### src/rtl/instr_sequencer.sv
// instr_sequencer: multi-cycle fetch/decode/execute/writeback control FSM
// for a single-issue RV32I integer datapath.
//   - Fetches one instruction per pass over a valid/ready imem port.
//   - Holds the instruction word in a register for the external decoder.
//   - Sends a single ex_en pulse, then one gated rf_we pulse.
//   - Halts on ECALL, or (with trap) on any opcode other than OP/OP-IMM.
// Optional build macro: INSTR_SEQ_RETIRE_CNT_EN enables the 32-bit retired
// instruction counter. Without it, retired is tied to zero.
module instr_sequencer #(
    parameter int              XLEN     = 32,
    parameter logic [XLEN-1:0] RESET_PC = '0
) (
    input  logic            clk,
    input  logic            rst_n,
    input  logic            run,
    output logic            imem_req_valid,
    input  logic            imem_req_ready,
    output logic [XLEN-1:0] imem_addr,
    input  logic            imem_rsp_valid,
    input  logic [31:0]     imem_rsp_data,
    output logic [31:0]     instr,
    input  logic            dec_reg_we,
    output logic            rf_we,
    output logic            ex_en,
    output logic [XLEN-1:0] pc,
    output logic            halted,
    output logic            trap,
    output logic [31:0]     retired
);

    localparam logic [2:0] S_IDLE       = 3'd0;
    localparam logic [2:0] S_FETCH_REQ  = 3'd1;
    localparam logic [2:0] S_FETCH_WAIT = 3'd2;
    localparam logic [2:0] S_DECODE     = 3'd3;
    localparam logic [2:0] S_EXECUTE    = 3'd4;
    localparam logic [2:0] S_WRITEBACK  = 3'd5;
    localparam logic [2:0] S_HALT       = 3'd6;

    localparam logic [31:0] NOP   = 32'h0000_0013;
    localparam logic [31:0] ECALL = 32'h0000_0073;
    localparam logic [6:0]  OPC_OP     = 7'b0110011;
    localparam logic [6:0]  OPC_OP_IMM = 7'b0010011;

    logic [2:0] state;
    logic       wb_cyc;

    // The strobes are decoded from the state. They are therefore 0 in reset,
    // IDLE and HALT, and the single-cycle states give single-cycle pulses.
    assign wb_cyc         = (state == S_WRITEBACK);
    assign imem_req_valid = (state == S_FETCH_REQ);
    assign imem_addr      = pc;
    assign ex_en          = (state == S_EXECUTE);
    // A write to x0 is architecturally a no-op, so it is suppressed here.
    assign rf_we          = wb_cyc && dec_reg_we && (instr[11:7] != 5'd0);

    // Main FSM: state, PC, instruction register and the sticky halt/trap flags.
    always_ff @(posedge clk) begin
        if (!rst_n) begin
            state  <= S_IDLE;
            pc     <= RESET_PC;
            instr  <= NOP;
            halted <= 1'b0;
            trap   <= 1'b0;
        end else begin
            case (state)
                S_IDLE: begin
                    if (run) state <= S_FETCH_REQ;
                end
                S_FETCH_REQ: begin
                    if (imem_req_ready) state <= S_FETCH_WAIT;
                end
                S_FETCH_WAIT: begin
                    if (imem_rsp_valid) begin
                        instr <= imem_rsp_data;
                        state <= S_DECODE;
                    end
                end
                S_DECODE: begin
                    if (instr[6:0] == OPC_OP || instr[6:0] == OPC_OP_IMM) begin
                        state <= S_EXECUTE;
                    end else begin
                        // The PC stays on the offending instruction for debug.
                        state  <= S_HALT;
                        halted <= 1'b1;
                        trap   <= (instr != ECALL);
                    end
                end
                S_EXECUTE: begin
                    state <= S_WRITEBACK;
                end
                S_WRITEBACK: begin
                    pc    <= pc + XLEN'(4);
                    state <= run ? S_FETCH_REQ : S_IDLE;
                end
                S_HALT: begin
                    state <= S_HALT;
                end
                default: begin
                    state <= S_IDLE;
                end
            endcase
        end
    end

`ifdef INSTR_SEQ_RETIRE_CNT_EN
    logic [31:0] retired_q;

    // Count each instruction that reaches writeback. The count wraps silently.
    always_ff @(posedge clk) begin
        if (!rst_n)      retired_q <= '0;
        else if (wb_cyc) retired_q <= retired_q + 32'd1;
    end

    assign retired = retired_q;
`else
    assign retired = '0;
`endif

endmodule

### config.mk
export PLATFORM = sky130hd
export DESIGN_NAME = instr_sequencer
export DESIGN_NICKNAME = d
export VERILOG_FILES = /design/src/rtl/instr_sequencer.sv
export SDC_FILE = /design/constraint.sdc
export NUM_CORES = 1
export LEC_CHECK = 0
export CORE_UTILIZATION = 60
export DETAILED_ROUTE_END_ITERATION = 10
export DONT_BUFFER_PORTS = 1
export PLACE_DENSITY = 0.76
export SYNTH_ARGS = -nofsm -noshare
export SYNTH_HDL_FRONTEND = slang
export SYNTH_SLANG_ARGS = --single-unit
### constraint.sdc
create_clock -name clk -period 2.1 [get_ports clk]
set_input_delay 0.21 -clock clk [delete_from_list [all_inputs] [get_ports clk]]
set_output_delay 0.21 -clock clk [all_outputs]
set_load 0.02 [all_outputs]
==> qor.yml <==
run_status:
  status: "finished, final reports clean"
die:
  io_pins: 171
  rows: 26
  die-area_um2: 5930
  core_area_um2: 5270
  chipHeight_um: 77.0
  initial_core_util: 0.641
  die_w_um: 77.0
grt:
  antenna_found_initial: 0
  grt_pass1_vias: 2759
  overflow: 0
  grt_max_degree: 33
  grt_first_pass_wirelength_mm: 12.4
  track_usage: 0.261
clock_network:
  clockRootBuffer: "clkbuf_8"
  htreeDepth: 3
  cts_buffer_depth: 2
  cts_buffers: 9
  cts_num_sinks: 67
  path_clk_slew_ns: 0.07
  tritoncts: "yes"
  postCtsSetupRepairBufs: 0
  clk_latency_ns: 0.34
timing:
  post-route-period-util: 0.953
  rsz0062_at_grt: "no"
  skew_ns: 0.00942
  setup_violations: 0
  final.setup.tns_ns: 0
  clock.fmax_mhz: 500
  drv_slew: 0
  period_minus_slack_ns: 2.00
  setup_ws_ns: 0.0990
  hold_violations: 0
critical_path:
  path_max_fanout: 22
  critPathArrivalTime_ns: 2.26
  setup.worst_path.class: "reg2reg"
  r2r_end: "imem_addr[23]"
  r2r_setup_slack_ns: 0.1
  reg2reg_depth: 4
  critPathLaunch: "imem_addr[6]"
  r2r_start: "imem_addr[6]"
  cp-start-kind: "register"
  worstPathRequired_ns: 2.36
  crit_end: "imem_addr[23]"
  end_kind: "register"
worst_hold_path:
  hold_path.class: "in2reg"
  min_from: "imem_rsp_data[29]"
placed_design:
  gp_congestion: 0.831
  post-place-ws_ns: 0.147
  hpwlAfterDp_mm: 5.32
  port_buffers: 0
synthesis:
  yosys_most_used_dff: "dfxtp_1"
  ys_ff_latch: 67
  synthTopCellsByArea: "dfxtp_1 40%, buf_4 15%, nand2_1 8.9%, a21oi_1 7.6%, clkbuf_1 2.8%"
  netlist_area_um2: 3380
  synth_enable_flop_cells: 0
  yosysTopAreaCellShare: 0.397
  yosysWarnings: 0
  synthArstFlopShare: 0
  synthDistinctLibCells: 40
  synth_common_cells: "80 x nand2_1, 67 x dfxtp_1, 66 x buf_4"
  synth_area_per_cell_um2: 7.95
  ys_seq_area_frac: 0.397
  yosysTopAreaCell: "dfxtp_1"
  syn_inst: 425
  synthMostInstantiatedCell: "nand2_1"
cells_and_area:
  syn_to_final_growth_pct: 7.33
  nets: 472
  drive_above_1_share: 0.142
  fillers: 450
  antenna_cells: 0
pwr:
  peakVddDrop_mv: 0.505
  power_w: 0.00261
  power.density_nw_per_um2: 719
  power.leakage_nw: 1.37
route:
  drt_first_pass_iters: 5
  ant_nets: 0
  vias_per_cell: 5.70
  routed_wl_mm: 7.65
  wl_per_cell_um: 15.1
  drt_iter0_drc: 167
  drc: 0
  num_vias: 2889
job:
  cap_violations: 0
==> worst max-delay path, stage by stage (launching register included) <==
cell and delay (ns):
dfxtp_1 0.40, nand4_1 0.19, or4_4 0.65, or4_1 0.51, a21oi_1 0.16
==> state kept, by name (all words and copies together) (netlist names) <==
name / count
state: 3
imem_addr: 30
trap: 1
instr: 32
halted: 1
==> layout by cell type (no fill, tap or decap), types with 2 or more instances in the layout <==
master,netlist,final
and3_1,3,3
o21ai_0,8,8
o31ai_1,11,11
xnor2_1,3,3
nor2_1,15,15
and4_1,7,7
clkbuf_1,25,2
nand2_1,80,80
a21oi_1,51,51
clkbuf_8,0,11
nand2b_1,2,2
or3_1,6,6
inv_1,5,5
a31oi_1,2,2
nand4_1,9,9
nor3_1,2,2
mux2i_1,2,2
buf_4,66,44
or4_1,12,12
nor4_1,7,7
nand3_1,15,14
dlygate4sd3_1,0,10
conb_1,1,36
xor2_1,4,4
dfxtp_1,67,67
o21ai_1,4,4
nor3b_1,3,3
==> metrics by stage <==
stage / cell area [µm²] / instances / util / hold slack, ns
after global placement: 3330 / 482 / 0.631 / 0.285
after floorplan: 3510 / 460 / - / 0.334
final: 3630 / 507 / 0.688 / 0.00384
after detailed placement: 3330 / 482 / 0.631 / 0.289
after global routing: 3630 / 507 / 0.688 / 0.00583
after CTS: 3620 / 507 / 0.687 / 0.000681
==> area by class of cell <==
cell class | instances | area (µm²) | share of cell area
Tap cell | 70 | 87.6 | 0.0242
Multi-Input combinational cell | 295 | 1550 | 0.428
Inverter | 6 | 22.5 | 0.00621
Sequential cell | 67 | 1340 | 0.370
Clock buffer | 13 | 159 | 0.0438
Clock inverter | 2 | 35.0 | 0.00966
Timing Repair Buffer | 54 | 430 | 0.119
==> power breakdown <==
part / internal, W / leakage (nW) / switching (W)
combinational: 0.0000623 / 0.733 / 0.000142
clock: 0.000606 / 0.0995 / 0.000461
sequential: 0.00129 / 0.541 / 0.0000421
total: 0.00196 / 1.37 / 0.000646
==> routing by layer <==
layer	GRT usage	vias up	wire, µm
li1	-	1383	-
met1	0.289	1330	3010
met2	0.452	166	3800
met3	0.0833	10	749
met4	0.125	0	82
met5	0	-	0
==> cell families (layout without fill, tap and decap cells) <==
group,Yosys count,in the layout,synth area share
and+or+nand+nor,169,169,0.258
xor gates and xnor gates,7,7,0.0181
adders and majority gates,1,1,0.00370
other,1,36,0.00111
AOI/OAI and AO/OA,80,80,0.131
DFF,67,67,0.397
buffers and inverters,98,75,0.184
muxes,2,2,0.00593
==> worst min path at each step <==
stage	slack (ns)	cells after the start	endpoint
after floorplan	0.33	2	instr[0]
after global placement	0.29	1	instr[4]
after detailed placement	0.29	1	instr[1]
after CTS	0.0007	2	instr[2]
after global routing	0.006	2	instr[14]
final	0.004	2	instr[29]
==> what timing repair did <==
| item | 4_1_cts | 5_1_grt |
|---|---|---|
| hold buffers | 10 | 0 |
| setup endpoints to repair | 0 | 2 |
| hold endpoints to repair | 11 | 0 |
| resized for setup | 0 | 1 |
(Power assumes the default switching activity.)
